<file path="config.mk">
export PLATFORM = sky130hd
export DESIGN_NAME = nand_gate_out_pipe
export DESIGN_NICKNAME = d
export VERILOG_FILES = /design/src/rtl/nand_gate_out_pipe.sv
export SDC_FILE = /design/constraint.sdc
export NUM_CORES = 1
export LEC_CHECK = 0
export CAP_MARGIN = 20
export CORE_ASPECT_RATIO = 1.25
export CORE_MARGIN = 4
export CORE_UTILIZATION = 50
export CTS_CLUSTER_DIAMETER = 200
export DETAILED_ROUTE_END_ITERATION = 8
export PLACE_DENSITY = 0.8
export SYNTH_ARGS = -nofsm -noshare
export SYNTH_HDL_FRONTEND = slang
export SYNTH_SLANG_ARGS = --single-unit
</file>
<file path="constraint.sdc">
create_clock -name clk -period 2.9 [get_ports clk]
set_input_delay 0.435 -clock clk [delete_from_list [all_inputs] [get_ports clk]]
set_output_delay 0.435 -clock clk [all_outputs]
set_load 0.05 [all_outputs]
</file>
<file path="src/rtl/nand_gate_out_pipe.sv">
// Multi-lane NAND/AND output stage: per-lane logic result registered into a
// small valid/ready FIFO with occupancy and transfer-count readouts.
module nand_gate_out_pipe #(
  parameter int WIDTH = 8,
  parameter int LANES = 4,
  parameter int DEPTH = 2,
  parameter int CNT_W = 16
) (
  input  logic                       clk,
  input  logic                       rst_n,
  input  logic                       in_valid,
  output logic                       in_ready,
  input  logic [LANES*WIDTH-1:0]     a,
  input  logic [LANES*WIDTH-1:0]     b,
  input  logic                       mode,
  input  logic [LANES-1:0]           lane_en,
  output logic                       out_valid,
  input  logic                       out_ready,
  output logic [LANES*WIDTH-1:0]     y,
  output logic [$clog2(DEPTH+1)-1:0] level,
  output logic [CNT_W-1:0]           xfer_cnt
);

  localparam int DW = LANES * WIDTH;
  localparam int PW = $clog2(DEPTH);
  localparam int LW = $clog2(DEPTH + 1);

  localparam logic [PW-1:0]    PTR_ONE  = PW'(1);
  localparam logic [LW-1:0]    LVL_ZERO = '0;
  localparam logic [LW-1:0]    LVL_ONE  = LW'(1);
  localparam logic [LW-1:0]    LVL_FULL = LW'(DEPTH);
  localparam logic [CNT_W-1:0] CNT_ONE  = CNT_W'(1);

  logic [DW-1:0]    r_mem [DEPTH];
  logic [PW-1:0]    r_wr_ptr;
  logic [PW-1:0]    r_rd_ptr;
  logic [LW-1:0]    r_level;
  logic             r_out_valid;
  logic [DW-1:0]    r_y;
  logic [CNT_W-1:0] r_xfer_cnt;
  logic             r_active;

  logic [DW-1:0]    w_din;
  logic             w_push;
  logic             w_pop;
  logic [PW-1:0]    w_rd_next;
  logic [LW-1:0]    w_level_next;
  logic [DW-1:0]    w_y_next;

  // NOTE: every variable assigned in always_comb gets a default first, so no
  // path through the block can leave it unassigned and infer a latch.
  always_comb begin
    w_din = '0;
    for (int l = 0; l < LANES; l++) begin
      if (lane_en[l]) begin
        w_din[l*WIDTH +: WIDTH] = mode ? (a[l*WIDTH +: WIDTH] & b[l*WIDTH +: WIDTH])
                                       : ~(a[l*WIDTH +: WIDTH] & b[l*WIDTH +: WIDTH]);
      end
    end
  end

  // r_active keeps in_ready low while in reset and until the first edge after it.
  assign in_ready  = r_active && (r_level != LVL_FULL);
  assign w_push    = in_valid && in_ready;
  assign w_pop     = r_out_valid && out_ready;
  assign w_rd_next = r_rd_ptr + PTR_ONE;

  always_comb begin
    w_level_next = r_level;
    case ({w_push, w_pop})
      2'b10:   w_level_next = r_level + LVL_ONE;
      2'b01:   w_level_next = r_level - LVL_ONE;
      default: w_level_next = r_level;
    endcase
  end

  // The head is mirrored into r_y so y is a true register; when the FIFO
  // drains, r_y simply keeps the last head value.
  always_comb begin
    w_y_next = r_y;
    if (w_pop) begin
      if (r_level > LVL_ONE) begin
        w_y_next = r_mem[w_rd_next];
      end else if (w_push) begin
        w_y_next = w_din;
      end
    end else if ((r_level == LVL_ZERO) && w_push) begin
      w_y_next = w_din;
    end
  end

  // NOTE: sequential state uses non-blocking assignments only, so every
  // register samples pre-edge values regardless of statement order.
  always_ff @(posedge clk or negedge rst_n) begin
    if (!rst_n) begin
      r_wr_ptr    <= '0;
      r_rd_ptr    <= '0;
      r_level     <= '0;
      r_out_valid <= 1'b0;
      r_y         <= '0;
      r_xfer_cnt  <= '0;
      r_active    <= 1'b0;
    end else begin
      r_active    <= 1'b1;
      r_level     <= w_level_next;
      r_out_valid <= (w_level_next != LVL_ZERO);
      r_y         <= w_y_next;
      if (w_push) r_wr_ptr <= r_wr_ptr + PTR_ONE;
      if (w_pop) begin
        r_rd_ptr   <= w_rd_next;
        r_xfer_cnt <= r_xfer_cnt + CNT_ONE;
      end
    end
  end

  // NOTE: the storage array has no reset; an entry is only ever read after it
  // has been written, and the visible output r_y is reset separately.
  always_ff @(posedge clk) begin
    if (w_push) r_mem[r_wr_ptr] <= w_din;
  end

  assign out_valid = r_out_valid;
  assign y         = r_y;
  assign level     = r_level;
  assign xfer_cnt  = r_xfer_cnt;

endmodule

</file>
==> results.md, run 1 <==
* Setup TNS at 0 ps
* Routed Antenna Nets at 0
* Worst EP required at ~2500 ps
* Mapped Area at approximately 0.0054 mm2
* Pleak at roughly 3.1 nW
* Worst path max stage delay at roughly 800 ps
* Startpoint types: flip-flop
* Area delta synth->final at 35.99%
* Max-slew violations at 0
* Final setup violation count at 0
* First-pass GRT wire length at ~19 mm
* Postcts setup bufs at 0
* Fmax at around 400 MHz
* Starting Density at between 50% and 60%
* Sequential-to-total area share from yosys stat at about 60%
* Placed cells at between 600 and 700
* Met1 GRT Util at 23.91%
* Vias/cell at 5.317
* GRT Util Overall at roughly a fifth
* IO Count at ~130
* CTS tree: done
* Crit path max-delay cell type: clkdlybuf4s50_1
* CP arrival at between 2000 and 2500 ps
* Root Driver: clkbuf_16
* Max-slew headroom at approximately 48%
* Mux share of post-synthesis cell area at between 10% and 20%
* Area post-placement at 0.006685 mm2
* Fin nets at 646
* Final hold violations at 0
* Core area at approximately 0.011 mm2
* Final period util at about 86%
* Met3 GRT Util at about 6.4%
* RSZ-0062 raised after global routing: false
* Top FF cell, synth: edfxtp_1
* Die area at 0.01245 mm2
* Buf/Inv on CP at 2
* Resized Gates After CTS at 0
* Cell variety after synth at 37
* Max Buffers Root-to-Sink at 2
* Clock-pin slew on the worst setup and hold paths at about 50 ps
* Adder-Cell Fraction of Synth Area at 1.401%
* Crit Path Class: reg -> out
* Area leader, netlist: edfxtp_1
* Vias in the first global route at between 3,000 and 4,000
* GR peak layer: met2
* Post-DP HPWL at around 8.4 mm
* MaxCap Viol Count at 0
* H-tree depth at 4
* Synth Register Bits at 118
* CTS hold repair buffers at 0
* Xor/xnor share of the synthesized area at under 10%
* Pre-antenna DRT Iters at 7
* Leading cell type by number of instances after synthesis: nand2_1
* Final Instance Area at roughly 0.0073 mm2
* Post-synth top cells: nand2_1 (77), mux2i_1 (65), edfxtp_1 (64), dfrtp_1 (54), nor2_1 (34)
* Placer Congestion at around 0.78
* Initial antenna violation count at 0
* Synth Area in Compound Gates at 7.796%
* Async SR Flop Fraction at 45.76%
* Cells after Synth at between 400 and 500
* Routed WL at roughly 12 mm
* Largest net degree at the start of global routing at between 60 and 70
* Main combinational cell family by area after synthesis: multiplexers
* Slew @ Worst Pin at 781.0 ps
* DRC at 0
* Crit path capture type: output pin
* Simple-gate area share of the yosys netlist at around 11%
* CP delay by family, top: buffers and inverters
* Width of the die at between 100 and 150 um
* Min-delay worst type: in -> async
* Iter 0 DRT Violations at between 200 and 250
* Synth area leaders: edfxtp_1 (36%), dfrtp_1 (25%), mux2i_1 (12%)
* Post-layout util at 69.01%
* Gr ovfl total at 0
* Wire per inst at approximately 17 um
* Clock latency on the worst-skew pair at a little over 400 ps
* Post-synth top area share at 35.85%
* Hold slack at ~110 ps
* Power per cell area at a little over 900 mW/mm2
* Crit-path max FO at 5
* Synth warn at 0
* PortBufs at approximately 120
* Status: complete, no violations
* CTS buffer count at 17
* Chip height at 123.8 um
* Number of synthesized flops with an enable pin at 64
* Share of layout cells above drive strength 1 at 11.55%
* Antenna cells at 0
* M2 GR Usage at a little over a third
* Clock tree sinks at 118
* Final non-filler cell total at 712
* Std-Cell Rows at 42
* Syn avg cell area at about 12 um2
* Via count at 3,786
* Skew final at between 4 and 5 ps
* Period minus WS final at 2507 ps
* Syn_nets at between 500 and 600
* Ordered list of cells on the worst path: inv_1 > ha_1 > nor2b_2 > clkdlybuf4s50_1
* Fill count at 730
* Worst vdd ir at between 0.7 and 0.8 mV
-- through the flow --
step           power (mW)  worst slack (ps)
6_report            6.772             393.3
5_1_grt             7.061             265.9
4_1_cts             6.816             369.9
3_5_place_dp        4.657             340.7
3_3_place_gp        4.587             437.7
2_1_floorplan       3.947             154.6
-- cell type report --
class / count / area [um2] / area share [%]
clock buffer: 20 / 446.7 / 6.128
clock inverter: 12 / 157.7 / 2.163
inverter: 4 / 17.52 / 0.2403
multi-input combinational: 295 / 1927 / 26.43
sequential: 118 / 3274 / 44.92
tap: 132 / 165.2 / 2.266
timing repair buffer: 131 / 1301 / 17.85
-- metal layers --
metal | wire length, um | vias up | share of wire [%]
met5 | 0 | - | 0
met2 | 6397 | 131 | 52
met4 | 249 | 0 | 2.0
met3 | 804 | 16 | 6.5
met1 | 4907 | 1832 | 40
li1 | - | 1807 | -
-- power breakdown --
part | switching, mW | leakage [nW] | internal (mW)
combinational | 1.40 | 1.46 | 0.824
sequential | 0.262 | 1.31 | 2.14
clock | 0.707 | 0.302 | 1.44
-- layout by cell type (no fill, tap or decap), types with 10 or more instances in the layout --
| master | synthesis | layout |
|---|---|---|
| xnor2_1 | 15 | 15 |
| nand2_1 | 77 | 77 |
| edfxtp_1 | 64 | 64 |
| a21oi_1 | 32 | 32 |
| clkdlybuf4s50_1 | 0 | 123 |
| mux2i_1 | 65 | 65 |
| clkbuf_16 | 0 | 17 |
| nor2_1 | 34 | 33 |
| o21ai_1 | 10 | 10 |
| dfrtp_1 | 54 | 53 |
| o21ai_2 | 19 | 19 |
-- final timing paths --
kind | from | endpoint | slack, ps | depth (start not counted)
min | rst_n | xfer_cnt[14] | 110 | 1
min reg2reg | y[17] | y[17] | 480 | 2
max in group asynchronous | rst_n | xfer_cnt[9] | 1970 | 2
max reg2reg | level[0] | y[9] | 520 | 9
min in group clk | y[17] | y[17] | 480 | 2
max | level[0] | in_ready | 390 | 4
-- registers in the layout (all words and copies together), names as in the netlist --
register	count
r_mem	64
y	32
xfer_cnt	16
level	2
out_valid	1
r_active	1
r_rd_ptr	1
r_wr_ptr	1
-- kinds of logic after synthesis --
family                   after synthesis
buffers and inverters                 26
multiplexers                          66
other                                  1
AND/OR/NAND/NOR                      137
flip-flops                           118
AO/OA/AOI/OAI                         68
XOR/XNOR                              17
adder cells (fa/ha/maj)                6
Power figures use the tool's default switching activity.
==> run 2, diff against run 1 <==
--- a/config.mk
+++ b/config.mk
@@ -12,6 +12,7 @@
 export CTS_CLUSTER_DIAMETER = 200
 export DETAILED_ROUTE_END_ITERATION = 8
 export PLACE_DENSITY = 0.8
+export SETUP_SLACK_MARGIN = 0.02
 export SYNTH_ARGS = -nofsm -noshare
 export SYNTH_HDL_FRONTEND = slang
 export SYNTH_SLANG_ARGS = --single-unit
==> results of run 2 <==
Final layout, timing and power as in run 1 (identical DEF).
==> run 3, diff against run 2 <==
--- a/config.mk
+++ b/config.mk
@@ -9,7 +9,7 @@
 export CORE_ASPECT_RATIO = 1.25
 export CORE_MARGIN = 4
 export CORE_UTILIZATION = 50
-export CTS_CLUSTER_DIAMETER = 200
+export CTS_CLUSTER_DIAMETER = 60
 export DETAILED_ROUTE_END_ITERATION = 8
 export PLACE_DENSITY = 0.8
 export SETUP_SLACK_MARGIN = 0.02
==> constraint.sdc (replaced) <==
create_clock -name clk -period 2.76 [get_ports clk]
set_input_delay 0.414 -clock clk [delete_from_list [all_inputs] [get_ports clk]]
set_output_delay 0.414 -clock clk [all_outputs]
set_load 0.05 [all_outputs]
==> run 3 against run 2 <==
Compared with the run above: the run now ends with negative hold slack left; register-to-register slack lost 90 ps; global-route usage fell by 1.1 points; clock skew up 5.9 ps; sequential share of layout area grew 0.19 points; wire length shrank 5.2%; combinational power is 5% higher; first-iteration DRC count fell by 9.2%.
==> results.md, run 3 (same netlist as run 1, synthesis figures left out) <==
* Status: finished with violations
* Failing checks: negative hold slack
* Area post-placement at about 0.0067 mm2
* Most common cell after layout, fill and taps aside: clkdlybuf4s50_1
* Worst path max stage delay at about 810 ps
* Width of the die at approximately 100 um
* Vias in the first global route at around 3,800
* DRC at 0
* Starting Density at about 51%
* Largest net degree at the start of global routing at 65
* Fin nets at ~650
* Vias/cell at between 5 and 6
* Buf/Inv on CP at 2
* First-pass GRT wire length at ~18 mm
* Root Driver: clkbuf_16
* Pleak at 3.045 nW
* Crit-path max FO at 5
* Fill count at around 760
* Clock tree sinks at around 120
* Post-DP HPWL at 7.947 mm
* Clock-pin slew on the worst setup and hold paths at roughly 50 ps
* Worst EP required at 2350 ps
* R2r startpoint: level[0]
* CTS hold repair buffers at 0
* Area delta synth->final at 35.43%
* Routed Antenna Nets at 0
* Slew @ Worst Pin at between 700 and 800 ps
* Initial antenna violation count at 0
* CTS tree: done
* Clock latency on the worst-skew pair at a little over 400 ps
* Wire per inst at approximately 16 um
* H-tree depth at 4
* Placer Congestion at ~0.75
* Total power at 6.935 mW
* CP arrival at 2060 ps
* Chip height at 123.8 um
* Top reg by flops: r_mem
* Max-slew headroom at around 50%
* Gr ovfl total at 0
* Most frequent cells in the layout: clkdlybuf4s50_1 (123), nand2_1 (77), mux2i_1 (65)
* Postcts setup bufs at 0
* Skew final at ~11 ps
* GRT Util Overall at about a fifth
* Power per cell area at 955.3 mW/mm2
* Resized Gates After CTS at 0
* Startpoint types: flip-flop
* Max-slew violations at 0
* Crit Path Class: reg -> out
* Fmax at between 400 and 500 MHz
* Register-to-Register Path Depth at 8
* IO Count at 125
* Antenna cells at 0
* Std-Cell Rows at between 40 and 50
* Worst vdd ir at 0.6615 mV
* Pre-antenna DRT Iters at 4
* Reg2reg setup slack at ~430 ps
* Via count at roughly 3,700
* Final setup violation count at 0
* Iter 0 DRT Violations at about 190
* Final Instance Area at 0.007259 mm2
* Min-delay worst type: in -> async
* CP delay by family, top: buffers and inverters
* R2r endpoint: y[1]
* Max Buffers Root-to-Sink at 2
* Final period util at between 80% and 90%
* Ordered list of cells on the worst path: inv_1 > ha_1 > nor2b_4 > clkdlybuf4s50_1
* RSZ-0062 raised after global routing: false
* Period minus WS final at approximately 2500 ps
* CTS buffer count at 17
* Crit path capture type: output pin
* MaxCap Viol Count at 0
* Hold slack at -7.294 ps
* Crit path max-delay cell type: clkdlybuf4s50_1
* Final hold violations at 12
* Share of layout cells above drive strength 1 at approximately 11%
* Max FFs per register at 64
* Die area at ~0.012 mm2
* Setup TNS at 0 ps
* PortBufs at ~120
* Routed WL at between 10 and 15 mm
* Core area at approximately 0.011 mm2
-- run 3: changes by cell type in the layout (fill, tap and decap cells not counted), sizes merged --
cell	previous run	this run
bufinv	4	3
clkinv	8	10
clkinvlp	0	1
clkbuf	20	18
-- run 3: stage by stage --
stage / utilization (%) / setup WS, ps / cells
4_1_cts: 68.73 / 259.3 / 712
2_1_floorplan: - / 223.0 / 439
6_report: 68.73 / 286.0 / 712
3_3_place_gp: 63.34 / 400.6 / 680
5_1_grt: 68.73 / 176.0 / 712
3_5_place_dp: 63.34 / 319.5 / 680
-- run 3: report_power, final --
part | switching, mW | internal (mW)
sequential | 0.243 | 2.25
combinational | 1.48 | 0.864
clock | 0.718 | 1.39
-- run 3: worst max path at each step --
stage,endpoint,startpoint,cells after the start,slack (ps)
floorplan,y[1],level[0],10,220
global placement,y[1],in_valid,6,400
detailed placement,y[3],out_ready,6,320
CTS,in_ready,level[0],4,260
global route,in_ready,level[0],4,180
finish,in_ready,level[0],4,290
-- run 3: metal layers --
layer / wire, um / part of all wire (%) / track usage (%)
met5: 0 / 0 / 0
met1: 4696 / 40 / 22.16
met3: 686 / 5.9 / 5.938
met2: 6147 / 52 / 33.32
met4: 180 / 1.5 / 8.340
-- run 3: layout make-up --
class | instances | area (um2) | share of cell area, %
Timing Repair Buffer | 131 | 1301 | 17.92
Clock buffer | 18 | 429.2 | 5.912
Clock inverter | 14 | 140.1 | 1.930
Tap cell | 132 | 165.2 | 2.275
Multi-Input combinational cell | 295 | 1932 | 26.61
Inverter | 4 | 17.52 | 0.2413
Sequential cell | 118 | 3274 | 45.11
